`config.mk`:
```
export PLATFORM = sky130hd
export DESIGN_NAME = intx_timer_irq_ctrl
export DESIGN_NICKNAME = d
export VERILOG_FILES = /design/src/rtl/intx_timer_irq_ctrl.sv
export SDC_FILE = /design/constraint.sdc
export NUM_CORES = 1
export LEC_CHECK = 0
export BUFFER_PORTS_ARGS = -buffer_cell sky130_fd_sc_hd__buf_2
export CAP_MARGIN = 15
export CORE_AREA = 2 2 116 129
export CTS_CLUSTER_SIZE = 10
export DETAILED_ROUTE_END_ITERATION = 8
export DIE_AREA = 0 0 118 131
export GPL_TIMING_DRIVEN = 0
export PLACE_DENSITY_LB_ADDON = 0.08
export SLEW_MARGIN = 30
export SYNTH_ARGS = -nofsm -noshare
export SYNTH_HDL_FRONTEND = slang
export SYNTH_SLANG_ARGS = --single-unit
```
`constraint.sdc`:
```
create_clock -name clk -period 3.1 [get_ports clk]
set_clock_uncertainty 0.15 [all_clocks]
set_input_delay 0.465 -clock clk [delete_from_list [all_inputs] [get_ports clk]]
set_output_delay 0.465 -clock clk [all_outputs]
set_load 0.02 [all_outputs]
```
`src/rtl/intx_timer_irq_ctrl.sv`:
```
// Interrupt controller: synchronised external lines (edge/level, polarity), compare timer,
// write-1-to-clear pending bits and a registered request to the core over a dual Wishbone port.
module intx_timer_irq_ctrl #(
    parameter int unsigned          NUM_INTX  = 4,
    parameter int unsigned          XLEN      = 32,
    parameter int unsigned          ADDR_BITS = 8,
    parameter logic [ADDR_BITS-1:0] BASE_ADDR = 8'h10
) (
    input  logic                  clk,
    input  logic                  reset_n,
    input  logic                  sync_reset,
    input  logic                  WB_RD_STB_I,
    input  logic [ADDR_BITS-1:0]  WB_RD_ADR_I,
    output logic [XLEN-1:0]       WB_RD_DAT_O,
    output logic                  WB_RD_ACK_O,
    input  logic                  WB_WR_STB_I,
    input  logic                  WB_WR_WE_I,
    input  logic [XLEN/8-1:0]     WB_WR_SEL_I,
    input  logic [ADDR_BITS-1:0]  WB_WR_ADR_I,
    input  logic [XLEN-1:0]       WB_WR_DAT_I,
    output logic                  WB_WR_ACK_O,
    input  logic [NUM_INTX-1:0]   INTx,
    output logic                  int_gen,
    output logic [NUM_INTX:0]     int_pending
);

    localparam int unsigned NI = NUM_INTX + 1;
    localparam int unsigned NB = XLEN / 8;

    logic [NUM_INTX-1:0] sync1_q, sync2_q, prev_lvl_q;
    logic [NUM_INTX-1:0] mode_q, mode_d, pol_q, pol_d;
    logic [NI-1:0]       pending_q, pending_d, enable_q, enable_d;
    logic [XLEN-1:0]     cnt_q, cnt_d, cmp_q, cmp_d;
    logic                run_q, run_d, auto_q, auto_d;
    logic                int_gen_q;
    logic [XLEN-1:0]     rd_dat_q, rd_val;
    logic                rd_ack_q, wr_ack_q;

    logic [NUM_INTX-1:0]  lvl, edge_set;
    logic [XLEN-1:0]      byte_mask, ctrl_wr;
    logic [NI-1:0]        clr;
    logic [ADDR_BITS-1:0] rd_off, wr_off;
    logic                 wr_fire, timer_hit;
    logic                 we_pend, we_en, we_mode, we_pol, we_cmp, we_ctrl;

    function automatic logic [XLEN-1:0] merge(input logic [XLEN-1:0] old,
                                              input logic [XLEN-1:0] wdat,
                                              input logic [XLEN-1:0] mask);
        return (old & ~mask) | (wdat & mask);
    endfunction

    assign lvl      = sync2_q ^ pol_q;
    assign edge_set = lvl & ~prev_lvl_q;

    always_comb begin
        byte_mask = '0;
        for (int i = 0; i < NB; i++) begin
            byte_mask[8*i +: 8] = {8{WB_WR_SEL_I[i]}};
        end
    end

    // Write decode
    always_comb begin
        wr_off  = WB_WR_ADR_I - BASE_ADDR;
        wr_fire = WB_WR_STB_I && WB_WR_WE_I && (WB_WR_ADR_I >= BASE_ADDR)
                  && (wr_off < ADDR_BITS'(7));
        we_pend = wr_fire && (wr_off[2:0] == 3'd0);
        we_en   = wr_fire && (wr_off[2:0] == 3'd1);
        we_mode = wr_fire && (wr_off[2:0] == 3'd2);
        we_pol  = wr_fire && (wr_off[2:0] == 3'd3);
        we_cmp  = wr_fire && (wr_off[2:0] == 3'd5);
        we_ctrl = wr_fire && (wr_off[2:0] == 3'd6);
    end

    // Configuration registers, pending vector and timer next state
    always_comb begin
        enable_d  = enable_q;
        mode_d    = mode_q;
        pol_d     = pol_q;
        cmp_d     = cmp_q;
        cnt_d     = cnt_q;
        run_d     = run_q;
        auto_d    = auto_q;
        clr       = '0;
        pending_d = pending_q;
        ctrl_wr   = merge(XLEN'({auto_q, run_q}), WB_WR_DAT_I, byte_mask);

        if (we_en)   enable_d = NI'(merge(XLEN'(enable_q), WB_WR_DAT_I, byte_mask));
        if (we_mode) mode_d   = NUM_INTX'(merge(XLEN'(mode_q), WB_WR_DAT_I, byte_mask));
        if (we_pol)  pol_d    = NUM_INTX'(merge(XLEN'(pol_q), WB_WR_DAT_I, byte_mask));
        if (we_pend) clr      = NI'(WB_WR_DAT_I & byte_mask);

        timer_hit = run_q && (cnt_q == cmp_q);
        if (run_q) begin
            if (timer_hit) begin
                if (auto_q) cnt_d = '0;
                else        run_d = 1'b0;
            end else begin
                cnt_d = cnt_q + XLEN'(1);
            end
        end
        if (we_cmp) begin
            cmp_d = merge(cmp_q, WB_WR_DAT_I, byte_mask);
            cnt_d = '0;
        end
        // A CTRL write overrides the one-shot auto-stop in the same cycle
        if (we_ctrl) begin
            run_d  = ctrl_wr[0];
            auto_d = ctrl_wr[1];
        end

        // Level channels follow lvl, so a clear never sticks; sets beat clears
        for (int i = 0; i < NUM_INTX; i++) begin
            if (mode_q[i]) pending_d[i] = (pending_q[i] & ~clr[i]) | edge_set[i];
            else           pending_d[i] = lvl[i];
        end
        pending_d[NUM_INTX] = (pending_q[NUM_INTX] & ~clr[NUM_INTX]) | timer_hit;
    end

    // Read mux
    always_comb begin
        rd_off = WB_RD_ADR_I - BASE_ADDR;
        rd_val = '0;
        if ((WB_RD_ADR_I >= BASE_ADDR) && (rd_off < ADDR_BITS'(7))) begin
            case (rd_off[2:0])
                3'd0:    rd_val[NI-1:0]       = pending_q;
                3'd1:    rd_val[NI-1:0]       = enable_q;
                3'd2:    rd_val[NUM_INTX-1:0] = mode_q;
                3'd3:    rd_val[NUM_INTX-1:0] = pol_q;
                3'd4:    rd_val               = cnt_q;
                3'd5:    rd_val               = cmp_q;
                3'd6:    rd_val[1:0]          = {auto_q, run_q};
                default: rd_val               = '0;
            endcase
        end
    end

    always_ff @(posedge clk or negedge reset_n) begin
        if (!reset_n) begin
            sync1_q    <= '0;
            sync2_q    <= '0;
            prev_lvl_q <= '0;
            pending_q  <= '0;
            enable_q   <= '0;
            mode_q     <= '0;
            pol_q      <= '0;
            cnt_q      <= '0;
            cmp_q      <= '0;
            run_q      <= 1'b0;
            auto_q     <= 1'b0;
            int_gen_q  <= 1'b0;
            rd_dat_q   <= '0;
            rd_ack_q   <= 1'b0;
            wr_ack_q   <= 1'b0;
        end else if (sync_reset) begin
            sync1_q    <= '0;
            sync2_q    <= '0;
            prev_lvl_q <= '0;
            pending_q  <= '0;
            enable_q   <= '0;
            mode_q     <= '0;
            pol_q      <= '0;
            cnt_q      <= '0;
            cmp_q      <= '0;
            run_q      <= 1'b0;
            auto_q     <= 1'b0;
            int_gen_q  <= 1'b0;
            rd_dat_q   <= '0;
            rd_ack_q   <= 1'b0;
            wr_ack_q   <= 1'b0;
        end else begin
            sync1_q    <= INTx;
            sync2_q    <= sync1_q;
            prev_lvl_q <= lvl;
            pending_q  <= pending_d;
            enable_q   <= enable_d;
            mode_q     <= mode_d;
            pol_q      <= pol_d;
            cnt_q      <= cnt_d;
            cmp_q      <= cmp_d;
            run_q      <= run_d;
            auto_q     <= auto_d;
            int_gen_q  <= |(pending_q & enable_q);
            rd_ack_q   <= WB_RD_STB_I;
            wr_ack_q   <= WB_WR_STB_I && WB_WR_WE_I;
            if (WB_RD_STB_I) rd_dat_q <= rd_val;
        end
    end

    assign WB_RD_DAT_O = rd_dat_q;
    assign WB_RD_ACK_O = rd_ack_q;
    assign WB_WR_ACK_O = wr_ack_q;
    assign int_gen     = int_gen_q;
    assign int_pending = pending_q;

endmodule

```
Word-level counts from Yosys, hierarchy flattened
Index checks and enable logic that the tools add are counted.
{"block": "op_classes", "n_addsub": 3, "order_cmp": 4, "n_eq_ne": 13, "n_mux": 39, "n_bitwise": 31, "reduce_logical": 22}
{"cell": "32-bit 2-to-1 mux", "count": 10}
{"cell": "32-bit AND", "count": 2}
{"cell": "27-bit one-hot mux with 2 select lines", "count": 1}
{"cell": "32-bit by 1-bit adder with 32-bit output, second input constant", "count": 1}
{"cell": "32-bit equality test", "count": 1}
{"cell": "32-bit inverter", "count": 1}
{"cell": "32-bit bitwise OR", "count": 1}
{"cell": "4-bit 2-to-1 mux", "count": 7}
{"cell": "5-bit 2-to-1 mux", "count": 4}
{"cell": "8-bit by 5-bit >= comparator with 1-bit output, second input constant", "count": 2}
{"cell": "8-bit by 3-bit less-than comparator with 1-bit output, second input constant", "count": 2}
{"cell": "8-bit by 5-bit subtractor with 8-bit output, second input constant", "count": 2}
{"cell": "3-bit equality test, second input constant", "count": 5}
{"cell": "1-bit 2-to-1 mux", "count": 14}
{"cell": "2-bit one-hot mux with 7 select lines", "count": 1}
{"cell": "4-bit AND", "count": 3}
{"cell": "3-bit by 2-bit equality test with 1-bit output, second input constant", "count": 4}
{"cell": "2-bit one-hot mux with 6 select lines", "count": 1}
{"cell": "2-bit nonzero test", "count": 6}
{"cell": "1-bit logical AND", "count": 11}
{"cell": "5-bit AND", "count": 2}
{"cell": "4-bit bitwise OR", "count": 2}
{"cell": "3-bit by 1-bit equality test with 1-bit output, second input constant", "count": 2}
{"cell": "3-bit zero test", "count": 2}
{"cell": "13 further kinds", "count": 25}
{"block": "word_totals", "ff_bits": 131, "wordCells": 127}

Longest topological paths before layout
Gate-level depths: netlist of the first run.
{"block": "depth", "depth_word": 10, "mapped_depth": 9, "ltp_nobuf": 7}

Worst setup path after synthesis of the first run
Ideal clock, no wire load.
{"block": "synth_timing", "kind": "register -> register", "from": "register cnt_q[16]", "to": "register cnt_q[31]", "t_arrival_ps": 2441, "required_time_ps": 2824, "slack_ps": 383, "path_stages_with_launch": 9, "n_path_buf": 2, "period_less_slack_ps": 2717, "path_cell_list": "dfrtp_1 -> buf_6 -> xor2_1 -> nor4_1 -> or4b_4 -> or4_4 -> buf_6 -> and4_4 -> a221o_1"}
{"block": "synth_via", "elab_chain_len": 6}
{"item": "from (decl)", "line": "33", "source": "logic [XLEN-1:0] cnt_q, cnt_d, cmp_q, cmp_d;"}
{"item": "from (signal assigned)", "line": "179", "source": "cnt_q <= cnt_d;"}
{"item": "branches (longest 6 deep; another with 32-bit by 1-bit adder with 32-bit output)"}
Several ways; the timed one is not identified. The select of a mux whose other input is x is not followed.
A chain may end at the register's enable or synchronous reset.

Final worst setup path of the first run
{"block": "layout_timing", "from": "register cnt_q[22]", "to": "register cnt_q[27]"}
Same word-level chain as after synthesis.

==> results of run 1 <==
==> layer usage <==
layer  share of wire [%]  wire [um]
met5                   0          0
met2                  50      10300
met4                 2.0        418
met1                  44       9090
met3                 4.2        865
==> stage by stage <==
stage / TNS, ns / worst slack (ns) / hold WS, ns
after floorplan: 0 / 0.383 / 0.0194
after global placement: -50.92 / -0.366 / 0.293
after detailed placement: -2.01 / -0.119 / 0.256
after CTS: 0 / 0.0255 / 0.0934
after global routing: 0 / 0.00416 / 0.117
final: 0 / 0.111 / 0.0983
==> area by class of cell <==
class	count	area, sq um	share of cell area, %
multi-input combinational	560	3440	41.3
inverter	7	26.3	0.315
tap	192	240	2.88
timing repair buffer	98	531	6.37
clock buffer	18	429	5.15
sequential	131	3280	39.3
clock inverter	14	155	1.86
buffer	56	234	2.81
==> how the worst min path moves through the flow <==
stage,slack [ns],end,startpoint,cells after the start
after floorplan,0.02,WB_RD_ACK_O,reset_n,0
after global placement,0.29,sync2_q[1],sync1_q[1],1
after detailed placement,0.26,cmp_q[10],reset_n,1
after CTS,0.09,sync1_q[0],INTx[0],2
after global routing,0.12,sync1_q[0],INTx[0],2
final,0.1,sync1_q[0],INTx[0],2
==> flip-flops by register name, summed over array words and instances (netlist names) <==
signal and count:
int_pending 5, sync1_q 4, prev_lvl_q 4, sync2_q 4
pol_q 4, cmp_q 32, auto_q 1, cnt_q 32
WB_WR_ACK_O 1, run_q 1, enable_q 5, mode_q 4
WB_RD_DAT_O 32, WB_RD_ACK_O 1, int_gen 1
==> cell usage in the layout, fill, tap and decap left out, types with 14 or more instances in the layout <==
master,instances
clkbuf_16,17
dfrtp_1,131
nor4_1,14
clkbuf_1,44
a221o_1,18
o21ai_0,42
o211ai_1,14
nand2_1,121
buf_2,100
nor2_1,58
nor3_1,15
nor2b_1,16
nand3_1,51
mux2i_1,45
a21oi_1,36
xor2_1,30
==> power breakdown <==
group | internal [uW] | total (uW) | switching [uW]
Clock | 1190 | 2000 | 807
Combinational | 63.2 | 194 | 131
Sequential | 1720 | 1720 | 5.52
Total | 2970 | 3920 | 943
==> cell usage after synthesis, types with 4 or more instances <==
cell | number | area share, %
mux2i_1 | 45 | 6.5
a22o_1 | 7 | 0.88
xor2_1 | 30 | 3.8
a221o_1 | 18 | 2.6
nand2_1 | 121 | 6.5
dfrtp_1 | 131 | 47
buf_1 | 4 | 0.22
nor3_1 | 16 | 1.2
o211ai_1 | 14 | 1.5
nor2b_1 | 16 | 1.4
and3_1 | 8 | 0.72
nor2_1 | 58 | 3.1
and2_1 | 5 | 0.45
buf_2 | 6 | 0.43
inv_1 | 7 | 0.38
a31oi_1 | 8 | 0.72
xnor2_1 | 4 | 0.50
clkbuf_1 | 44 | 2.4
a21oi_1 | 36 | 2.6
nand3_1 | 51 | 3.7
o21ai_0 | 42 | 3.0
nor4_1 | 16 | 1.4
nand4_1 | 9 | 0.81
and4_1 | 5 | 0.63
==> cells by family (layout without fill, tap and decap cells) <==
kind of cell,count (synthesis),in the layout,synth area share [%]
simple gates,330,330,23.2
compound gates,144,144,13.5
flops,131,131,47.1
buf+inv,64,193,3.79
mux,51,51,7.93
xor+xnor,34,34,4.28
fa+ha+maj,1,1,0.180
==> repair_timing <==
item	4_1_cts	5_1_grt
setup endpoints to repair	0	12
resized for setup	0	2
setup buffers	0	1
hold endpoints to repair	51	0
hold buffers	1	0
==> results.md, run 1 <==
* Dpl cells at 1,043
* Rows at 46
* Total GRT Usage at 27.7%
* RePlAce Congestion at 0.866
* CP Class: flop to flop
* Required time of the critical path at 3.25 ns
* CTS Buf Count at 17
* First-pass GRT wire length at 32,900 um
* Number of flops mapped to enable cells by yosys at 0
* Worst path slowest cell: or4_4
* I/O Pins at 102
* Share of cells above drive strength 1 at 17.5%
* Full die area at 0.0155 sq mm
* CTS clock-pin slew for the worst setup and hold paths at 0.06 ns
* Starting density of the core at 49.0%
* Peak supply drop at 0.000321 V
* DP Area at 0.00772 sq mm
* Synthesized net count at 818
* Number of global-route vias before repair at 6,044
* Slew @ Worst Pin at 0.925 ns
* Clock buffer depth at 2
* Max transition margin at 38.2%
* Worst Hold Class: input port to flop
* Wire length per cell at 19.2 um
* Worst Setup Start Kind: flop
* RSZ-0062 raised after global routing: no
* Syn_area_per_cell at 9.22 sq um
* #FFs+latches synth at 131
* Sequential fraction of the synthesis area at 47.1%
* Syn Inst Count at 755
* Warnings, synthesis at 0
* Pin count of the biggest net entering global routing at 81
* Critical path launch point: cnt_q[22]
* WL final at 20,700 um
* Endpoints failing hold at 0
* Residual DRC count at 0
* Met3 GRT Util at 4.86%
* Max incr delay on CP at 0.56 ns
* Layout fillers at 1,305
* Crit-path leading delay family: simple AND/OR/NAND/NOR gates
* Syn-to-layout area delta at 19.8%
* Worst Path Arrival at 3.14 ns
* CTS HTree Levels at 4
* Maxcap violations at 0
* Leak pwr at 0.00393 uW
* Tot Pwr at 3920 uW
* CTS Root Cell: clkbuf_16
* Fin util at 58.6%
* TritonCTS clock tree: built
* Global routing's busiest layer: met2
* Reg2reg path depth at 9
* Crit Reg-Reg Endpoint: cnt_q[27]
* Levels on crit path at 9
* Synthesized cell area at 0.00696 sq mm
* Worst r2r src: cnt_q[22]
* Met1 Use GR at 35.6%
* Max Clk Rate at 0.335 GHz
* Most common flop cell mapped by yosys: dfrtp_1
* Core area at 0.0142 sq mm
* Grt ovf at 0
* Pwr Density at 470 mW/mm^2
* Crit path cell chain: clkbuf_2 -> xor2_1 -> nor4_1 -> or4b_4 -> or4_4 -> buf_6 -> buf_2 -> a31oi_1 -> o31ai_1
* Clk Latency, worst-skew pair at 0.43 ns
* Ys async rst share at 100%
* Nets@finish at 934
* Die Span X at 118 um
* Final period utilization at 96.4%
* Die Ht at 131 um
* Worst Path Buf+Inv at 3
* Crit. End Element: flop
* Worst Setup EP: cnt_q[27]
* DRT Pass-1 Iters at 5
* Initial detailed-routing violation count at 408
* Status: complete, no violations
* Worst R2R Setup Slack at 0.11 ns
* Vias at 6,297
* CTS sink count at 131
* Via density at 5.85
* ANT nets after route at 0
* Max FO, Critical Path at 10
* Final setup viols at 0
* Cell variety after synth at 57
* Antenna violations before repair at 0
* Final min period at 2.99 ns
* Final HPWL DP at 15,200 um
* Final slew viol count at 0
* IO Port Bufs at 95
* Final cell count without fillers at 1,076
* Final Cell Area at 0.00833 sq mm
* Met2 Resource Use GR at 47.8%
* Antenna diodes at 0
No activity file was read; power rests on OpenSTA's default activity.
==> run 2: changes to the inputs <==
CORE_AREA = 2 2 108 120   (was 2 2 116 129)
DIE_AREA = 0 0 110 122   (was 0 0 118 131)
==> run 2 against run 1 <==
Effect of this change:
- clock power is 6% higher
- hold slack is essentially flat
- sequential share of layout area hardly changed
- sequential power barely moved
- wire length is 0.75% lower
- via count is 2.2% higher
- design area grew 0.11%
- critical endpoint unchanged
- non-clock buffer count increased by 2
- critical path depth unchanged
- highest routed layer unchanged
==> results.md, run 2 (synthesis gave the netlist of run 1 again) <==
* Worst Setup Start Kind: flop
* Reg2reg path depth at 9
* Syn-to-layout area delta at 19.9%
* Number of stages on the worst hold path at 2
* Core area at 0.0123 sq mm
* Nets@finish at 936
* Vias at 6,438
* RePlAce Congestion at 0.893
* Slew @ Worst Pin at 0.977 ns
* Total GRT Usage at 31.5%
* Final setup viols at 0
* Max FO, Critical Path at 10
* Antenna violations before repair at 0
* Rows at 43
* Final setup margin at 0.0858 ns
* Pre-CTS setup slack at -0.154 ns
* First-pass GRT wire length at 31,200 um
* ANT nets after route at 0
* CTS Buf Count at 17
* Fin Setup TNS at 0 ns
* Worst Hold Class: input port to flop
* Commonest non-fill, non-tap cell in the layout: dfrtp_1
* Final min period at 3.01 ns
* CTS HTree Levels at 4
* Clk Latency, worst-skew pair at 0.43 ns
* CTS Root Cell: clkbuf_16
* Pin count of the biggest net entering global routing at 81
* IO Port Bufs at 95
* Wire length per cell at 19.7 um
* Dpl cells at 1,008
* Max Clk Rate at 0.332 GHz
* Final slew viol count at 0
* Required time of the critical path at 3.26 ns
* Endpoints failing hold at 0
* Full die area at 0.0134 sq mm
* Starting density of the core at 56.5%
* Crit Reg-Reg Endpoint: cnt_q[27]
* CTS clock-pin slew for the worst setup and hold paths at 0.06 ns
* Die Ht at 122 um
* Crit. End Element: flop
* DRT Pass-1 Iters at 6
* WHS Endpoint: sync1_q[2]
* I/O Pins at 102
* Leak pwr at 0.00395 uW
* Max transition margin at 34.7%
* Clock buffer depth at 2
* Via density at 6.17
* Worst Path Arrival at 3.17 ns
* Maxcap violations at 0
* Final period utilization at 97.2%
* Grt ovf at 0
* RSZ-0062 raised after global routing: no
* Antenna diodes at 0
* Hold path startpoint: INTx[2]
* Most frequent cells in the layout: dfrtp_1 (131), nand2_1 (121), buf_2 (100)
* Number of global-route vias before repair at 5,897
* Worst R2R Setup Slack at 0.09 ns
* Pwr Density at 485 mW/mm^2
* Die Span X at 110 um
* Share of cells above drive strength 1 at 17.7%
* TritonCTS clock tree: built
* Critical path launch point: cnt_q[10]
* Final HPWL DP at 14,900 um
* CP Class: flop to flop
* Final cell count without fillers at 1,043
* Peak supply drop at 0.000368 V
* Status: complete, no violations
* Worst r2r src: cnt_q[10]
* CTS sink count at 131
* WL final at 20,500 um
* Residual DRC count at 0
* Initial detailed-routing violation count at 577
-- run 2: cell count changes in the layout (fill, tap and decap cells not counted), sizes merged --
cell,previous run,this run
clkinv,7,2
clkbuf,62,64
clkinvlp,2,4
buf,109,110
bufinv,2,3
inv,10,11
-- run 2: how the worst max path moves through the flow --
stage,slack [ns],end,depth (start not counted)
2_1_floorplan,0.38,cnt_q[31],8
3_3_place_gp,-0.29,sync1_q[2],1
3_5_place_dp,-0.15,cmp_q[10],8
4_1_cts,0.03,cnt_q[29],8
5_1_grt,0.001,cnt_q[5],9
6_report,0.09,cnt_q[27],9
-- run 2: metrics by stage --
stage | utilization [%] | area (sq um) | hold WS [ns] | power (uW)
6_report | 67.7 | 8340 | 0.0987 | 4050
5_1_grt | 67.7 | 8340 | 0.104 | 4170
4_1_cts | 67.5 | 8310 | 0.0959 | 4060
3_5_place_dp | 62.3 | 7670 | 0.305 | 1950
3_3_place_gp | 61.9 | 7630 | 0.299 | 1940
2_1_floorplan | - | 6960 | 0.0194 | 1830
-- run 2: report_power, final --
group	leakage [uW]	switching (uW)	internal (uW)
combinational	0.00184	131	63.3
clock	0.000293	811	1320
sequential	0.00182	5.50	1720
-- run 2: area by class of cell --
type	count	area [sq um]
fillers	1000	3980
multi-input cells	560	3440
flip-flops and latches	131	3280
repair buffers	99	538
clock buffers	19	453
plain buffers	57	238
well taps	157	196
clock inverters	13	173
inverters	7	26.3
-- run 2: worst max-delay path, stage by stage, from the launching register on --
cell and delay [ns]:
dfrtp_1 0.32, clkbuf_1 0.29, xor2_1 0.20, nor4_1 0.18, or4b_4 0.51, or4_4 0.57, buf_6 0.17, buf_2 0.22
a31oi_1 0.17, o31ai_1 0.10
-- run 2: per-layer routing --
layer	track usage (%)	part of all wire [%]
met2	51.1	50
met1	41.1	40
met4	13.3	2.9
met5	0	0
met3	5.99	7.2
-- run 2: repair_timing --
item	4_1_cts	5_1_grt
setup buffers	0	2
resized for setup	0	2
hold buffers	1	0
hold endpoints to repair	79	0
endpoints found under the setup margin	0	15
==> run 3: changes to the inputs <==
CORE_AREA = 2 2 107 119   (was 2 2 108 120)
DIE_AREA = 0 0 109 121   (was 0 0 110 122)
clock period = 3.9 ns   (was 3.1 ns; I/O delays follow)
==> run 3 against run 2 <==
Effect of this change:
- clock-buffer cell count grew 9
- via count shrank 1.7%
- register-to-register slack gained 0.68 ns
==> results.md, run 3 (synthesis gave the netlist of run 1 again) <==
* Required time of the critical path at 4.06 ns
* Comb power frac at 4.9%
* CTS clock-pin slew for the worst setup and hold paths at 0.06 ns
* Die Ht at 121 um
* TritonCTS clock tree: built
* Final cell count without fillers at 1,038
* DRT Pass-1 Iters at 6
* Switching Share at 22.0%
* Dpl cells at 1,005
* Full die area at 0.0132 sq mm
* Peak supply drop at 0.000343 V
* Final slew viol count at 0
* Max Clk Rate at 0.319 GHz
* Via density at 6.10
* Max FO, Critical Path at 10
* Worst r2r src: cnt_q[11]
* Starting density of the core at 58.3%
* Final min period at 3.14 ns
* Reg2reg path depth at 8
* Share of cells above drive strength 1 at 16.4%
* Number of stages on the worst hold path at 2
* Cts hold-fix bufs at 1
* Antenna diodes at 0
* CTS HTree Levels at 4
* Total GRT Usage at 32.3%
* Most frequent cells in the layout: dfrtp_1 (131), nand2_1 (121), buf_2 (100)
* Worst Setup Start Kind: flop
* CTS Root Cell: clkbuf_16
* Worst Hold Class: input port to flop
* Crit. End Element: flop
* Max transition margin at 36.2%
* Slew @ Worst Pin at 0.950 ns
* Maxcap violations at 0
* Die Span X at 109 um
* Critical path launch point: cnt_q[11]
* Worst R2R Setup Slack at 0.76 ns
* RePlAce Congestion at 0.978
* Grt ovf at 0
* Pwr Density at 376 mW/mm^2
* CTS Buf Count at 17
* Clk Latency, worst-skew pair at 0.43 ns
* Final setup margin at 0.763 ns
* Commonest non-fill, non-tap cell in the layout: dfrtp_1
* ANT nets after route at 0
* I/O Pins at 102
* Final setup viols at 0
* Internal Power at 2420 uW
* Worst Path Arrival at 3.29 ns
* Clock share of power at 50.9%
* Status: complete, no violations
* Crit Reg-Reg Endpoint: cnt_q[25]
* Final period utilization at 80.4%
* Layout fillers at 955
* Final Cell Area at 0.00826 sq mm
* Endpoints failing hold at 0
* RSZ-0062 raised after global routing: no
* Post-CTS resize count at 0
* Wire length per cell at 19.5 um
* Sequential share of power at 44.2%
* DP Area at 0.00767 sq mm
* Final HPWL DP at 14,600 um
* Antenna violations before repair at 0
* CTS sink count at 131
* Nets@finish at 934
* Vias at 6,327
* Hold path startpoint: INTx[2]
* Core area at 0.0119 sq mm
* Pre-CTS setup slack at 0.614 ns
* CP Class: flop to flop
* Initial detailed-routing violation count at 583
* Number of global-route vias before repair at 6,151
* Pin count of the biggest net entering global routing at 72
* Leak pwr at 0.00392 uW
* WL final at 20,200 um
* Fin Setup TNS at 0 ns
* First-pass GRT wire length at 32,000 um
* Clock buffer depth at 2
* Post-CTS Setup Inserts at 0
* IO Port Bufs at 95
* Rows at 42
* NetSw at 683 uW
* WHS Endpoint: sync1_q[2]
* Syn-to-layout area delta at 18.7%
* Residual DRC count at 0
## run 3: routing by layer
layer  vias to the layer above  global-route usage, %  wire [um]
li1                       2940                      -          -
met1                      3088                   40.5       8180
met2                       259                   53.1       9910
met3                        40                   8.16       1500
met4                         0                   12.7        605
met5                         -                      0          0
## run 3: power by group through the flow
stage	logic [uW]	registers, uW	clock network, uW
finish	154	1370	1580
global route	168	1370	1650
CTS	154	1370	1580
detailed placement	153	1390	0
global placement	144	1390	0
floorplan	58.5	1400	0
## run 3: worst max path at each step
stage	cells after the start	to	slack, ns
floorplan	8	cnt_q[31]	1.18
global placement	1	sync1_q[1]	0.42
detailed placement	8	cmp_q[9]	0.61
CTS	8	cnt_q[25]	0.80
global route	8	cnt_q[25]	0.62
finish	8	cnt_q[25]	0.76
## run 3: area by class of cell
cell class	count	area [sq um]	area share (%)
plain buffers	57	238	2.88
clock buffers	28	507	6.14
clock inverters	4	70.1	0.848
inverters	7	26.3	0.318
multi-input cells	560	3420	41.5
flip-flops and latches	131	3280	39.7
well taps	154	193	2.33
repair buffers	97	523	6.33
## run 3: through the flow
step	hold WS [ns]	utilization, %	power (uW)
after detailed placement	0.310	64.3	1550
after global placement	0.300	63.9	1540
final	0.217	69.2	3110
after floorplan	0.139	-	1450
after global routing	0.239	69.2	3190
after CTS	0.223	69.2	3100
## run 3: critical path, stage by stage, from the launching register on
cell	delay, ns
dfrtp_1	0.35
buf_2	0.17
xor2_1	0.20
a221oi_1	0.35
or4b_1	0.56
nor4_4	0.37
nor3_2	0.23
buf_2	0.26
a221o_1	0.36
